$ cat src/rtl/ledmate_cmd_parser_if.sv
// Byte-stream and framebuffer bus between the LEDmate command parser and its neighbours.
// master: the UART/framebuffer side; slave: the parser.
interface ledmate_cmd_parser_if #(
  parameter int unsigned ADDR_W = 12
);
  logic [7:0]        rx_data;
  logic              rx_valid;
  logic              rx_ready;
  logic [7:0]        tx_data;
  logic              tx_valid;
  logic              tx_ready;
  logic              fb_we;
  logic [ADDR_W-1:0] fb_addr;
  logic [23:0]       fb_wdata;

  modport master (
    output rx_data, rx_valid, tx_ready,
    input  rx_ready, tx_data, tx_valid, fb_we, fb_addr, fb_wdata
  );

  modport slave (
    input  rx_data, rx_valid, tx_ready,
    output rx_ready, tx_data, tx_valid, fb_we, fb_addr, fb_wdata
  );
endinterface

$ cat src/rtl/ledmate_cmd_parser.sv
// LEDmate command parser: decodes A5-framed UART commands into framebuffer writes/fills
// and answers each completed command with a one-byte reply.
module ledmate_cmd_parser #(
  parameter int unsigned ADDR_W      = 12,
  parameter int unsigned TIMEOUT_CYC = 48000
) (
  input logic                 clk_48mhz,
  input logic                 reset,
  ledmate_cmd_parser_if.slave bus
);

  localparam int unsigned TMO_W     = $clog2(TIMEOUT_CYC + 1);
  localparam logic [7:0]  SYNC      = 8'hA5;
  localparam logic [7:0]  CMD_WRITE = 8'h01;
  localparam logic [7:0]  CMD_FILL  = 8'h02;
  localparam logic [7:0]  CMD_PING  = 8'h03;
  localparam logic [7:0]  REPLY_ERR = 8'hEE;

  typedef enum logic [2:0] {IDLE, CMD, ARGS, EXEC, FILL, ACK} state_t;

  state_t            state_q, state_d;
  logic [7:0]        cmd_q, cmd_d;
  logic [2:0]        cnt_q, cnt_d;
  logic [31:0]       args_q, args_d;
  logic [TMO_W-1:0]  tmo_q, tmo_d;
  logic              rx_ready_q, rx_ready_d;
  logic              tx_valid_q, tx_valid_d;
  logic [7:0]        tx_data_q, tx_data_d;
  logic              fb_we_q, fb_we_d;
  logic [ADDR_W-1:0] fb_addr_q, fb_addr_d;
  logic [23:0]       fb_wdata_q, fb_wdata_d;

  logic              rx_acc_c;
  logic              tmo_hit_c;
  logic [39:0]       args_word_c;

  assign rx_acc_c    = bus.rx_valid && rx_ready_q;
  assign tmo_hit_c   = (tmo_q == TMO_W'(TIMEOUT_CYC - 1));
  // Arguments shift in MSB-first; the final byte comes straight off the bus.
  assign args_word_c = {args_q, bus.rx_data};

  always_ff @(posedge clk_48mhz or posedge reset) begin
    if (reset) begin
      state_q    <= IDLE;
      cmd_q      <= '0;
      cnt_q      <= '0;
      args_q     <= '0;
      tmo_q      <= '0;
      rx_ready_q <= 1'b1;
      tx_valid_q <= 1'b0;
      tx_data_q  <= '0;
      fb_we_q    <= 1'b0;
      fb_addr_q  <= '0;
      fb_wdata_q <= '0;
    end else begin
      state_q    <= state_d;
      cmd_q      <= cmd_d;
      cnt_q      <= cnt_d;
      args_q     <= args_d;
      tmo_q      <= tmo_d;
      rx_ready_q <= rx_ready_d;
      tx_valid_q <= tx_valid_d;
      tx_data_q  <= tx_data_d;
      fb_we_q    <= fb_we_d;
      fb_addr_q  <= fb_addr_d;
      fb_wdata_q <= fb_wdata_d;
    end
  end

  always_comb begin
    state_d    = state_q;
    cmd_d      = cmd_q;
    cnt_d      = cnt_q;
    args_d     = args_q;
    tmo_d      = '0;
    tx_valid_d = tx_valid_q;
    tx_data_d  = tx_data_q;
    fb_we_d    = 1'b0;
    fb_addr_d  = fb_addr_q;
    fb_wdata_d = fb_wdata_q;

    unique case (state_q)
      IDLE: begin
        if (rx_acc_c && bus.rx_data == SYNC) state_d = CMD;
      end
      CMD: begin
        if (rx_acc_c) begin
          cmd_d = bus.rx_data;
          case (bus.rx_data)
            CMD_WRITE: begin cnt_d = 3'd5; state_d = ARGS; end
            CMD_FILL:  begin cnt_d = 3'd3; state_d = ARGS; end
            CMD_PING:  begin tx_valid_d = 1'b1; tx_data_d = CMD_PING | 8'h80; state_d = ACK; end
            default:   begin tx_valid_d = 1'b1; tx_data_d = REPLY_ERR; state_d = ACK; end
          endcase
        end else if (tmo_hit_c) begin
          state_d = IDLE;
        end else begin
          tmo_d = tmo_q + TMO_W'(1);
        end
      end
      ARGS: begin
        if (rx_acc_c) begin
          args_d = args_word_c[31:0];
          cnt_d  = cnt_q - 3'd1;
          if (cnt_q == 3'd1) begin
            fb_we_d    = 1'b1;
            fb_wdata_d = args_word_c[23:0];
            if (cmd_q == CMD_WRITE) begin
              fb_addr_d = ADDR_W'(args_word_c[39:24]);
              state_d   = EXEC;
            end else begin
              fb_addr_d = '0;
              state_d   = FILL;
            end
          end
        end else if (tmo_hit_c) begin
          state_d = IDLE;
        end else begin
          tmo_d = tmo_q + TMO_W'(1);
        end
      end
      EXEC: begin
        tx_valid_d = 1'b1;
        tx_data_d  = cmd_q | 8'h80;
        state_d    = ACK;
      end
      FILL: begin
        // Stop on the last address so the sweep never wraps back to 0.
        if (fb_addr_q == '1) begin
          tx_valid_d = 1'b1;
          tx_data_d  = cmd_q | 8'h80;
          state_d    = ACK;
        end else begin
          fb_we_d   = 1'b1;
          fb_addr_d = fb_addr_q + ADDR_W'(1);
        end
      end
      ACK: begin
        if (bus.tx_ready) begin
          tx_valid_d = 1'b0;
          state_d    = IDLE;
        end
      end
      default: state_d = IDLE;
    endcase

    rx_ready_d = (state_d == IDLE) || (state_d == CMD) || (state_d == ARGS);
  end

  assign bus.rx_ready = rx_ready_q;
  assign bus.tx_valid = tx_valid_q;
  assign bus.tx_data  = tx_data_q;
  assign bus.fb_we    = fb_we_q;
  assign bus.fb_addr  = fb_addr_q;
  assign bus.fb_wdata = fb_wdata_q;

endmodule

$ cat src/flat_wrapper.sv
// flat-port wrapper written by rule: the top's interface ports become plain ports
module ledmate_cmd_parser_flat 
#(
  parameter int unsigned ADDR_W      = 12,
  parameter int unsigned TIMEOUT_CYC = 48000
)
  (clk_48mhz, reset, bus_rx_data, bus_rx_valid, bus_tx_ready, bus_rx_ready, bus_tx_data, bus_tx_valid, bus_fb_we, bus_fb_addr, bus_fb_wdata);
  ledmate_cmd_parser_if #(.ADDR_W(ADDR_W)) bus_i ();
  input logic clk_48mhz;
  input logic reset;
  input wire logic [$bits(bus_i.rx_data)-1:0] bus_rx_data;
  input wire logic [$bits(bus_i.rx_valid)-1:0] bus_rx_valid;
  input wire logic [$bits(bus_i.tx_ready)-1:0] bus_tx_ready;
  output wire logic [$bits(bus_i.rx_ready)-1:0] bus_rx_ready;
  output wire logic [$bits(bus_i.tx_data)-1:0] bus_tx_data;
  output wire logic [$bits(bus_i.tx_valid)-1:0] bus_tx_valid;
  output wire logic [$bits(bus_i.fb_we)-1:0] bus_fb_we;
  output wire logic [$bits(bus_i.fb_addr)-1:0] bus_fb_addr;
  output wire logic [$bits(bus_i.fb_wdata)-1:0] bus_fb_wdata;
  assign bus_i.rx_data = bus_rx_data;
  assign bus_i.rx_valid = bus_rx_valid;
  assign bus_i.tx_ready = bus_tx_ready;
  assign bus_rx_ready = bus_i.rx_ready;
  assign bus_tx_data = bus_i.tx_data;
  assign bus_tx_valid = bus_i.tx_valid;
  assign bus_fb_we = bus_i.fb_we;
  assign bus_fb_addr = bus_i.fb_addr;
  assign bus_fb_wdata = bus_i.fb_wdata;
  ledmate_cmd_parser #(.ADDR_W(ADDR_W), .TIMEOUT_CYC(TIMEOUT_CYC)) u_core (.clk_48mhz(clk_48mhz), .reset(reset), .bus(bus_i));
endmodule
$ cat config.mk
export PLATFORM = sky130hd
export DESIGN_NAME = ledmate_cmd_parser_flat
export DESIGN_NICKNAME = d
export VERILOG_FILES = /design/src/rtl/ledmate_cmd_parser_if.sv /design/src/rtl/ledmate_cmd_parser.sv /design/src/flat_wrapper.sv
export SDC_FILE = /design/constraint.sdc
export NUM_CORES = 1
export LEC_CHECK = 0
export ABC_AREA = 1
export BUFFER_PORTS_ARGS = -buffer_cell sky130_fd_sc_hd__buf_4
export CAP_MARGIN = 25
export CORE_AREA = 2 2 103 105
export CTS_BUF_LIST = sky130_fd_sc_hd__clkbuf_8
export DETAILED_ROUTE_END_ITERATION = 10
export DIE_AREA = 0 0 105 107
export PLACE_DENSITY = 0.69
export SLEW_MARGIN = 25
export SYNTH_ARGS = -nofsm -noshare
export SYNTH_HDL_FRONTEND = slang
export SYNTH_SLANG_ARGS = --single-unit
$ cat constraint.sdc
create_clock -name clk_48mhz -period 6.5 [get_ports clk_48mhz]
set_clock_uncertainty 0.15 [all_clocks]
set_input_delay 0.65 -clock clk_48mhz [delete_from_list [all_inputs] [get_ports clk_48mhz]]
set_output_delay 0.65 -clock clk_48mhz [all_outputs]
set_load 0.01 [all_outputs]
Word-level counts from Yosys, hierarchy flattened
Index checks and enable logic that the tools add are counted.

operators by class
  $add $sub $neg = 3
  multipliers = 0
  divide/modulo/power cells = 0
  $lt $le $gt $ge = 0
  eq/ne operators = 23
  shift-type cells = 0
  muxes and demuxes = 35
  bitwise logic cells = 0
  reduce and logical (&&, ||, !) cells = 19

operators by type and width
  cell                                                  count
  two-way mux 12 bit                                    4
  two-way mux 16 bit                                    3
  two-way mux 3 bit                                     11
  case mux 12 bit (2 select lines)                      1
  case mux 8 bit (3 select lines)                       1
  case mux 3 bit (6 select lines)                       1
  adder 16 x 1 -> 16 bit (second input constant)        1
  equality test 16 bit (second input constant)          1
  equality test 8 x 1 -> 1 bit (second input constant)  2
  equality test 8 x 2 -> 1 bit (second input constant)  2
  two-way mux 8 bit                                     2
  case mux 8 bit (2 select lines)                       1
  adder 12 x 1 -> 12 bit (second input constant)        1
  equality test 12 bit (second input constant)          1
  case mux 3 bit (2 select lines)                       2
  AND reduction 4 bit                                   3
  equality test 3 x 1 -> 1 bit (second input constant)  3
  equality test 3 x 2 -> 1 bit (second input constant)  3
  equality test 8 bit (second input constant)           1
  != test 2 x 1 -> 1 bit (second input constant)        4
  two-way mux 1 bit                                     7
  equality test 3 bit (second input constant)           2
  logical NOT 3 bit                                     2
  != test 2 bit (second input constant)                 3
  13 further kinds                                      18

storage, ports and cells
  bits in registers = 105
  latch bits = 0
  memory bits (writable) = 0
  ROM bits = 0
  input bits = 12
  output and inout port bits = 47
  word-level logic and storage cells = 91
  memories = 0

Depth between registers and ports, before layout
  depth in word-level cells = 8
  gate-level depth with buffers = 10
  mapped depth without buffers = 10

Least setup slack after synthesis
OpenSTA, ideal clock, no wires.

  path type = input port to flip-flop
  start point = input bus_rx_valid
  end point = register u_core.fb_wdata_q[2], in the netlist u_core.bus.fb_wdata[2]
  setup time = 135 ps
  arrival time = 1557 ps
  data required time = 6215 ps
  path slack = 4658 ps
  stages = 7
  buffers on the path = 2
  cells stage by stage = nand2_1 > nor2_1 > nand2_2 > buf_4 > buf_4 > nand2_1 > o21ai_0

between the ends
  longest elaborated chain between the ends = 2

RTL lines
  item                                  line                      text
  start, declared                       flat_wrapper.sv:12        input wire logic [$bits(bus_i.rx_valid)-1:0] bus_rx_valid;
  logical AND 1 bit                     ledmate_cmd_parser.sv:37  assign rx_acc_c = bus.rx_valid && rx_ready_q;
  AND reduction 3 bit (no source line)  -
  end signal, assigned                  ledmate_cmd_parser.sv:66  fb_wdata_q <= fb_wdata_d;
  end, declared                         ledmate_cmd_parser.sv:31  logic [23:0] fb_wdata_q, fb_wdata_d;

No other way between the ends.
A chain may end at the register's enable or synchronous reset.

Worst setup path in the final report
  start point = register u_core.rx_ready_q, in the netlist u_core.bus.rx_ready
  end point = register u_core.fb_addr_q[1], in the netlist u_core.bus.fb_addr[1]

between the ends
  longest elaborated chain between the ends = 3

RTL lines
  item                                     line                      text
  start, declared                          ledmate_cmd_parser.sv:26  logic rx_ready_q, rx_ready_d;
  start signal, assigned                   ledmate_cmd_parser.sv:61  rx_ready_q <= rx_ready_d;
  logical AND 1 bit                        ledmate_cmd_parser.sv:37
  != test 2 x 1 -> 1 bit (no source line)  -
  AND reduction 4 bit (no source line)     -
  end signal, assigned                     ledmate_cmd_parser.sv:65  fb_addr_q <= fb_addr_d;
  end, declared                            ledmate_cmd_parser.sv:30  logic [ADDR_W-1:0] fb_addr_q, fb_addr_d;

No other way between the ends.

==> flow_metrics.py <==
metrics = {
    "global_routing": {
        "antenna_found_initial": 0,
        "groute.usage.overall": 0.208,
        "overflow": 0,
        "grt_util_met3": 0.0359,
        "grt_max_degree": 64,
        "grt_use_met1": 0.297,
        "top_usage_layer": "met2",
        "met2_usage": 0.322,
        "grt_pass1_vias": 3882,
        "grt_pass1_wl_um": 18700,
    },
    "critical_path": {
        "crit_family": "simple AND/OR/NAND/NOR gates",
        "crit_top_cell": "nand2_1",
        "path_max_fanout": 49,
        "crit_buf_inv": 1,
        "worstPathRequired_ns": 6.61,
        "critPathLaunchType": "flop",
        "cp-end-kind": "flop",
        "slowest_stage": "nand2_1",
        "cp.arrival_ns": 3.03,
        "cp_cell_sequence": "nand2_1 > nor2_1 > nand2_2 > nand2_1 > inv_1 > nand2_1 > o21ai_1",
        "worst_path_largest_cell_delay_ns": 0.75,
        "crit_type": "flop to flop",
    },
    "clock_network": {
        "cts_setup_buffers": 0,
        "postCtsHoldBufs": 0,
        "cts_max_path_buffers": 2,
        "path_clk_slew_ns": 0.11,
        "cts_tree": "done",
        "clk_latency_ns": 0.39,
        "clock_sinks": 105,
        "cts_resized": 0,
        "cts_max_level": 3,
        "cts_root_buf": "clkbuf_8",
        "cts_buffers": 9,
    },
    "timing": {
        "slew_headroom": 0.451,
        "finalCritPeriodShare": 0.450,
        "setup_violations": 0,
        "slew_viol_final": 0,
        "clock.fmax_ghz": 0.342,
        "tns_ns": 0,
        "hold_slack_ns": 0.155,
        "period_minus_slack_ns": 2.92,
        "finalHoldViolations": 0,
        "rsz0062_at_grt": "false",
        "worstMarginPinSlew_ns": 0.820,
    },
    "die": {
        "die_h_um": 107,
        "dieArea_um2": 11200,
        "rows": 37,
        "core_region_area_um2": 10100,
        "io_pins": 59,
        "die_w_um": 105,
        "start_util": 0.487,
    },
    "route": {
        "totalWireLength_um": 11000,
        "via_per_inst": 5.10,
        "antenna_left": 0,
        "post-route-drc-count": 0,
        "dr.first_iter.drc_count": 296,
        "wl_per_cell_um": 13.6,
        "dr.pass1.iters": 5,
        "via_count": 4102,
    },
    "pwr": {
        "p_int_mw": 1.12,
        "vdd_drop_max_mv": 0.142,
        "pwr-share-comb": 0.290,
        "clkPwrFrac": 0.248,
        "pwr_density_cell_nw_per_um2": 308,
        "p_sw_mw": 0.629,
        "power_frac_seq": 0.462,
        "p_leak_nw": 2.82,
        "total_power_mw": 1.75,
        "switching_share": 0.360,
    },
    "placed_design": {
        "dp_hpwl_um": 7920,
        "placed_cell_area_um2": 5460,
        "port_buffers": 58,
        "place.gp.congestion": 0.874,
    },
    "yosys": {
        "synth_area_leader_cell": "dfrtp_1",
        "ys.flop_type": "dfrtp_1",
        "yosysWarnings": 0,
        "synthesis.nets": 623,
        "ys_seq_elements": 105,
        "yosys-top-cells-area": "dfrtp_1 53%, nand2_1 14%, inv_1 5.0%",
        "synth_area_um2": 4920,
        "synth_top_area_share": 0.529,
        "async_flop_share": 1.00,
        "yosysSeqAreaShare": 0.535,
        "synth_cell_types": 37,
        "synth-edff-count": 0,
        "synth_common_cells": "178 x nand2_1, 104 x dfrtp_1, 66 x inv_1, 51 x nor2_1, 49 x o21ai_0",
        "syn_avg_cell_area_um2": 8.10,
        "synth_most_common_cell": "nand2_1",
        "synthCells": 607,
    },
    "cells_and_area": {
        "fin_nets": 679,
        "drive_gt1_frac": 0.153,
        "fin_area_um2": 5670,
        "final-seq-area_um2": 2630,
        "fillCellCount": 975,
        "syn2layout_area_growth_pct": 15.4,
        "diodes": 0,
        "multi_input_area_um2": 1920,
    },
    "hold_path": {
        "hp-class": "input port to async pin",
    },
    "outcome": {
        "status": "complete, no violations",
    },
    "run": {
        "maxCapViolations": 0,
    },
}
[sequential cells by signal, indices dropped and copies added (netlist names)]
signal / count
u_core.state_q: 3
u_core.bus.fb_addr: 12
u_core.bus.fb_we: 1
u_core.bus.tx_valid: 1
u_core.cnt_q: 3
u_core.bus.tx_data: 8
u_core.tmo_q: 16
u_core.cmd_q: 8
u_core.args_q: 28
u_core.bus.rx_ready: 1
u_core.bus.fb_wdata: 24
[stage by stage]
stage	utilization	worst slack, ns	instances
floorplan	-	2.94	607
global placement	0.541	3.48	788
detailed placement	0.541	3.39	788
CTS	0.562	3.58	804
global route	0.562	3.25	804
finish	0.562	3.58	804
[layout make-up]
| type | instances | area share |
|---|---|---|
| multi-input cells | 410 | 0.338 |
| clock buffers | 9 | 0.0218 |
| well taps | 136 | 0.0300 |
| inverters | 77 | 0.0514 |
| repair buffers | 60 | 0.0794 |
| clock inverters | 7 | 0.0159 |
| flip-flops and latches | 105 | 0.463 |
[logic make-up (layout without fill, tap and decap cells)]
| family | count (synthesis) | count (layout) | share of synthesized area |
|---|---|---|---|
| xor+xnor | 6 | 6 | 0.0107 |
| simple gates | 290 | 290 | 0.250 |
| buf+inv | 92 | 153 | 0.0753 |
| flops | 105 | 105 | 0.535 |
| compound gates | 110 | 110 | 0.119 |
| fa+ha+maj | 4 | 4 | 0.0102 |
[layer usage]
metal | vias to the layer above | part of all wire
li1 | 2045 | -
met1 | 1929 | 0.49
met2 | 106 | 0.45
met3 | 22 | 0.041
met4 | 0 | 0.024
met5 | - | 0
[power by group through the flow]
stage / Clock, mW / Combinational (mW) / Sequential [mW]
floorplan: 0 / 0.307 / 0.833
global placement: 0 / 0.501 / 0.816
CTS: 0.441 / 0.509 / 0.809
detailed placement: 0 / 0.506 / 0.822
finish: 0.434 / 0.507 / 0.808
global route: 0.468 / 0.575 / 0.822
[worst paths after layout]
check	from	to	slack, ns	depth (start not counted)
max	u_core.bus.rx_ready	u_core.bus.fb_addr[1]	3.58	7
min	reset	u_core.bus.fb_wdata[17]	0.15	2
max reg2reg	u_core.bus.rx_ready	u_core.bus.fb_addr[1]	3.58	7
min reg2reg	u_core.tmo_q[0]	u_core.tmo_q[0]	0.32	1
max in group asynchronous	reset	u_core.tmo_q[14]	4.86	3
min in group clk_48mhz	u_core.tmo_q[0]	u_core.tmo_q[0]	0.32	1
[placed cells by master, fill, tap and decap left out, types with 2 or more instances in the layout]
cell type,synthesis,layout
a21oi_1,13,13
a31oi_1,3,3
buf_4,5,60
clkbuf_8,0,9
dfrtp_1,104,104
ha_1,4,4
inv_1,66,66
inv_2,11,11
inv_8,0,2
nand2_1,178,178
nand2_2,3,3
nand3_1,34,34
nand3_2,3,3
nand4_1,5,5
nor2_1,51,51
nor3_1,6,6
o21a_1,2,2
o21ai_0,49,49
o21ai_1,37,37
o22ai_1,2,2
or2_2,2,2
xor2_1,5,5
(Power assumes the default switching activity.)
